<file path="src/rtl/mult_booth4_pkg.sv">
// Shared types and helpers for the sequential radix-4 Booth multiplier.
// Holds the controller state encoding, the Booth digit flags and the digit-count function.
package mult_booth4_pkg;

    typedef enum logic [1:0] {
        IDLE = 2'd0,
        BUSY = 2'd1,
        DONE = 2'd2
    } state_t;

    // One radix-4 Booth digit: magnitude is one or two (or zero if neither), neg gives the sign.
    typedef struct packed {
        logic neg;
        logic one;
        logic two;
    } booth_digit_t;

    // Number of radix-4 digits needed to cover a WIDTH+2 bit extended multiplier.
    function automatic int booth_digits(input int width);
        return width / 2 + 1;
    endfunction

endpackage

</file>
<file path="src/rtl/mult_booth4_digit.sv">
// Combinational radix-4 Booth digit: encodes one multiplier triplet and forms the
// sign-extended (WIDTH+3)-bit partial product from the extended multiplicand.
module mult_booth4_digit
    import mult_booth4_pkg::*;
#(
    parameter int WIDTH = 16
) (
    input  logic [2:0]       triplet,
    input  logic [WIDTH+1:0] x_ext,
    output logic [WIDTH+2:0] partial
);

    booth_digit_t     digit;
    logic [WIDTH+2:0] magnitude;

    // 111 encodes -0, so neg is suppressed there to keep the partial product a clean zero.
    always_comb begin
        digit     = '0;
        digit.neg = triplet[2] & ~(triplet[1] & triplet[0]);
        digit.one = triplet[1] ^ triplet[0];
        digit.two = (triplet == 3'b011) | (triplet == 3'b100);
    end

    always_comb begin
        magnitude = '0;
        if (digit.one) begin
            magnitude = {x_ext[WIDTH+1], x_ext};
        end else if (digit.two) begin
            magnitude = {x_ext, 1'b0};
        end
        partial = digit.neg ? (~magnitude + 1'b1) : magnitude;
    end

endmodule

</file>
<file path="src/rtl/mult_booth4_seq.sv">
// Sequential radix-4 Booth multiplier: one digit retired per cycle, valid/ready on both sides,
// signed or unsigned operands selected per transaction.
module mult_booth4_seq
    import mult_booth4_pkg::*;
#(
    parameter int WIDTH = 16
) (
    input  logic                 clk,
    input  logic                 rst_n,
    input  logic                 in_valid,
    output logic                 in_ready,
    input  logic [WIDTH-1:0]     multiplicand,
    input  logic [WIDTH-1:0]     multiplier,
    input  logic                 is_signed,
    output logic                 out_valid,
    input  logic                 out_ready,
    output logic [2*WIDTH-1:0]   product
);

    localparam int K  = booth_digits(WIDTH);
    localparam int CW = $clog2(K + 1);
    localparam int AW = 2 * WIDTH + 4;

    state_t           state_q;
    state_t           state_d;
    logic [WIDTH+1:0] x_q;
    logic [WIDTH+2:0] y_q;
    logic [AW-1:0]    acc_q;
    logic [CW-1:0]    cnt_q;

    logic             accept;
    logic             release_out;
    logic             last_digit;
    logic [WIDTH+1:0] x_ext_in;
    logic [WIDTH+2:0] y_ext_in;
    logic [WIDTH+2:0] partial;
    logic [AW-1:0]    partial_wide;
    logic [AW-1:0]    partial_shifted;
    logic             acc_guard_unused;

    assign in_ready    = (state_q == IDLE);
    assign out_valid   = (state_q == DONE);
    assign accept      = in_valid & in_ready;
    assign release_out = out_valid & out_ready;
    assign last_digit  = (cnt_q == CW'(K - 1));

    // The extension mode is folded into the latched operands, so is_signed needs no register of its own.
    assign x_ext_in = is_signed ? {{2{multiplicand[WIDTH-1]}}, multiplicand}
                                : {2'b00, multiplicand};
    assign y_ext_in = is_signed ? {{2{multiplier[WIDTH-1]}}, multiplier, 1'b0}
                                : {2'b00, multiplier, 1'b0};

    mult_booth4_digit #(
        .WIDTH (WIDTH)
    ) u_digit (
        .triplet (y_q[2:0]),
        .x_ext   (x_q),
        .partial (partial)
    );

    assign partial_wide    = {{(WIDTH + 1){partial[WIDTH+2]}}, partial};
    assign partial_shifted = partial_wide << {cnt_q, 1'b0};

    always_ff @(posedge clk or negedge rst_n) begin
        if (!rst_n) begin
            state_q <= IDLE;
        end else begin
            state_q <= state_d;
        end
    end

    always_comb begin
        state_d = state_q;
        unique case (state_q)
            IDLE: begin
                if (accept) begin
                    state_d = BUSY;
                end
            end
            BUSY: begin
                if (last_digit) begin
                    state_d = DONE;
                end
            end
            DONE: begin
                if (release_out) begin
                    state_d = IDLE;
                end
            end
            default: state_d = IDLE;
        endcase
    end

    // Clearing the accumulator on release keeps product at zero throughout IDLE.
    always_ff @(posedge clk or negedge rst_n) begin
        if (!rst_n) begin
            x_q   <= '0;
            y_q   <= '0;
            acc_q <= '0;
            cnt_q <= '0;
        end else begin
            if (accept) begin
                x_q   <= x_ext_in;
                y_q   <= y_ext_in;
                acc_q <= '0;
                cnt_q <= '0;
            end else if (state_q == BUSY) begin
                acc_q <= acc_q + partial_shifted;
                y_q   <= y_q >> 2;
                cnt_q <= cnt_q + CW'(1);
            end else if (release_out) begin
                acc_q <= '0;
                cnt_q <= '0;
            end
        end
    end

    assign product          = acc_q[2*WIDTH-1:0];
    assign acc_guard_unused = ^acc_q[AW-1:2*WIDTH];

endmodule

</file>
<file path="config.mk">
export PLATFORM = sky130hd
export DESIGN_NAME = mult_booth4_seq
export DESIGN_NICKNAME = d
export VERILOG_FILES = /design/src/rtl/mult_booth4_pkg.sv /design/src/rtl/mult_booth4_digit.sv /design/src/rtl/mult_booth4_seq.sv
export SDC_FILE = /design/constraint.sdc
export NUM_CORES = 1
export LEC_CHECK = 0
export CAP_MARGIN = 20
export CORE_MARGIN = 10
export CORE_UTILIZATION = 40
export DETAILED_ROUTE_END_ITERATION = 10
export GPL_ROUTABILITY_DRIVEN = 0
export PLACE_DENSITY = 0.68
export SLEW_MARGIN = 40
export SYNTH_ARGS = -nofsm -noshare
export SYNTH_HDL_FRONTEND = slang
export SYNTH_HIERARCHICAL = 1
export SYNTH_SLANG_ARGS = --single-unit
</file>
<file path="constraint.sdc">
create_clock -name clk -period 7.2 [get_ports clk]
set_input_delay 1.8 -clock clk [delete_from_list [all_inputs] [get_ports clk]]
set_output_delay 1.8 -clock clk [all_outputs]
set_load 0.01 [all_outputs]
</file>
==> results by group <==
Status
  • Status: completed

Yosys
  • Cells after Synth: 808
  • Synth Area per Inst: 7.88 µm²
  • Library cells used by synthesis: 77
  • Syn Nets: 882
  • Number of synthesized register bits: 73
  • Synthesized area: 0.00636 mm²
  • Register area share after synthesis: 28.7%
  • Post-synth EDFFs: 0
  • Synth warn: 6
  • Share of flip-flops with an asynchronous set or reset: 100%
  • Main flop type after synthesis: dfrtp_1

Routing
  • Vias/cell: 5.65
  • Drt initial violations: 619
  • Final WL: 17.5 mm
  • Antenna viol nets, final: 0
  • Detailed-route via count: 6051
  • WL/cell: 16.3 µm
  • Drt pass-1 iters: 5
  • Detailed-route DRC error count: 0

Layout
  • Util after Layout: 47.7%
  • Final net count: 924
  • Share of layout cells above drive strength 1: 8.30%
  • Fin cells: 1071
  • Reg area: 0.00183 mm²
  • Antenna Cells: 0
  • Post-route cell area: 0.00750 mm²
  • Area delta synth->final: 17.8%
  • FILL cells: 1529
  • Multi-input gate area: 0.00427 mm²

Worst setup path
  • Slowest CP cell: ha_1
  • Crit start category: flop
  • Req. time, crit path: 7.47 ns
  • CP endpoint kind: flop
  • CP max FO: 22
  • Crit Path Category: flop to flop
  • Buffers & Inverters on Critical Path: 1
  • CP top delay family: compound AO/OA/AOI/OAI gates
  • Worst-path cell chain: inv_1 > ha_1 > nor2_1 > a21oi_1 > ha_1 > nor2b_1 > nand4_1 > a21oi_2 > nand3_1 > xnor2_1 > mux2i_1 > a21oi_1 > mux2i_1 > o32ai_1 > ha_1 > a21oi_2 > o21ai_0 > o32ai_2 > a21oi_2 > a311oi_2 > xor2_1 > a21oi_1 > o22ai_1
  • Crit path depth: 23
  • Arrival time at the worst endpoint: 5.94 ns
  • Max stage delay on crit path: 0.72 ns
  • R2R depth: 23

Place
  • HPWL after DPL: 13.0 mm
  • # port buffers: 70
  • Placed cell areas: 0.00719 mm²
  • Post-Place Cells: 1055

Clock tree
  • CTS tree: done
  • Clock Latency Late Sink: 0.35 ns
  • Sinks on the clock net: 73
  • Post-CTS Hold Fix Bufs: 0
  • Num CTS Buffers: 9
  • Setup bufs post-CTS: 0
  • Clock slew at reported path FFs: 0.06 ns
  • Max H-tree Level: 3
  • Clock Tree Root: clkbuf_16
  • Clock Path Buffers: 2
  • Cts repair resizes: 0

Die
  • Cell row count: 46
  • Die X: 146 µm
  • Die area: 0.0214 mm²
  • # IOs: 71
  • Core Region: 0.0157 mm²
  • Initial core utilization: 40.5%
  • Die height: 146 µm

STA
  • FMAX: 176 MHz
  • Setup Skew: 0.00575 ns
  • Setup TNS: 0 ns
  • RSZ-0062 raised after global routing: no
  • Min Tclk post-route: 5.67 ns
  • Setup violators final: 0
  • Slew headroom: 52.5%
  • Least-Margin Pin Slew: 0.713 ns
  • Max-slew violation count: 0
  • Final hold violations: 0
  • Fin crit share: 78.8%

GRT
  • Initial antenna violation count: 0
  • GR Overflow Total: 0
  • Number of global-route vias before repair: 5680
  • GRT Resource Usage Total: 16.3%
  • First-pass GRT wire length: 29.3 mm
  • Largest net degree at the start of global routing: 74

Run
  • Max Cap Violations: 0

Min path
  • WHS Path Cells: 2
  • Hold Crit Class: flop to flop
==> path summary, 6_finish.rpt <==
kind                              to    from  slack [ns]
setup reg to reg           acc_q[31]  y_q[0]        1.53
max in group asynchronous   cnt_q[1]   rst_n        5.20
min in group asynchronous   acc_q[2]   rst_n        1.45
setup / recovery           acc_q[31]  y_q[0]        1.53
hold reg to reg               y_q[8]  y_q[8]        0.47
hold / removal                y_q[8]  y_q[8]        0.47
==> stage by stage <==
| stage | hold slack, ns | worst slack (ns) |
|---|---|---|
| after CTS | 0.479 | 1.59 |
| after detailed placement | 0.463 | 1.59 |
| final | 0.474 | 1.53 |
| after global placement | 0.461 | 1.86 |
| after floorplan | 0.444 | 2.19 |
| after global routing | 0.500 | 1.04 |
==> cells in the mapped netlist, types with 3 or more instances <==
cell type	number	share of area [%]
ha_1	36	7.1
mux2i_1	25	3.9
nor2_2	3	0.29
nor3_1	15	1.2
buf_2	14	1.1
nor2b_1	12	1.2
nand2_1	160	9.4
inv_1	20	1.2
and3_1	4	0.39
xor2_1	19	2.6
a21boi_0	3	0.35
a22oi_1	23	2.7
nand4_1	4	0.39
a41oi_1	3	0.41
a21oi_2	5	0.69
a22o_1	9	1.2
o21ai_0	55	4.3
o31ai_1	3	0.35
a31oi_1	6	0.59
mux2_2	6	1.1
dfrtp_1	73	29
o22ai_1	7	0.69
clkbuf_1	28	1.7
a211oi_1	12	1.4
nor2_1	59	3.5
o211ai_1	3	0.35
and2_1	4	0.39
a21oi_1	73	5.7
a21o_1	9	1.1
nand2b_1	9	0.88
or2_2	4	0.39
nand3_1	18	1.4
xnor2_1	23	3.2
o21ai_1	5	0.39
a211oi_2	3	0.59
==> kinds of logic after synthesis <==
family                     synth area share (%)
AOI/OAI and AO/OA                          26.5
adders and majority gates                  7.39
buffers and inverters                      4.46
and+or+nand+nor                            21.3
xor gates and xnor gates                   5.78
DFF                                        28.7
muxes                                      5.92
==> layer usage <==
| metal | track usage [%] | routed length [µm] |
|---|---|---|
| met1 | 22.2 | 8220 |
| met4 | 5.96 | 309 |
| met2 | 25.0 | 7850 |
| met3 | 3.18 | 1090 |
| met5 | 0 | 0 |
==> cell type report <==
type	instances	share of cell area (%)
Sequential cell	73	24.4
Timing Repair Buffer	77	10.1
Clock inverter	6	0.884
Inverter	20	1.00
Multi-Input combinational cell	669	56.9
Tap cell	216	3.60
Clock buffer	10	3.19
==> worst register-to-register path, delay by kind of cell, from the launching register on <==
| kind | cells | cell delay (ns) |
|---|---|---|
| xor+xnor | 2 | 0.62 |
| compound gates | 11 | 2.37 |
| flops | 1 | 0.36 |
| simple gates | 4 | 0.56 |
| buf+inv | 1 | 0.05 |
| mux | 2 | 0.26 |
| fa+ha+maj | 3 | 1.36 |
==> cell usage in the layout, fill, tap and decap left out, drive strengths merged, types with 4 or more instances in the layout <==
cell / Yosys / routed
nand2: 160 / 160
a21oi: 78 / 78
dfrtp: 73 / 73
clkdlybuf4s50: 0 / 69
nor2: 62 / 62
o21ai: 62 / 62
ha: 36 / 36
mux2i: 26 / 26
a22oi: 24 / 24
xnor2: 23 / 23
inv: 20 / 21
xor2: 19 / 19
nand3: 18 / 18
nor3: 17 / 17
a211oi: 15 / 15
nor2b: 12 / 12
a21o: 10 / 10
clkbuf: 28 / 10
nand2b: 9 / 9
a22o: 9 / 9
buf: 18 / 8
o22ai: 7 / 7
a31oi: 7 / 7
mux2: 6 / 6
o31ai: 5 / 5
and2: 4 / 4
and3: 4 / 4
nand4: 4 / 4
or2: 4 / 4
o211ai: 4 / 4
==> state kept, by name, summed over array words and instances (netlist names) <==
name and flops:
y_q 18, x_q 17, acc_q 32, state_q 2
cnt_q 4
Power is left out: the tool's default activity adds up to more than one toggle a clock period on the data nets, which glitch-free logic cannot reach.
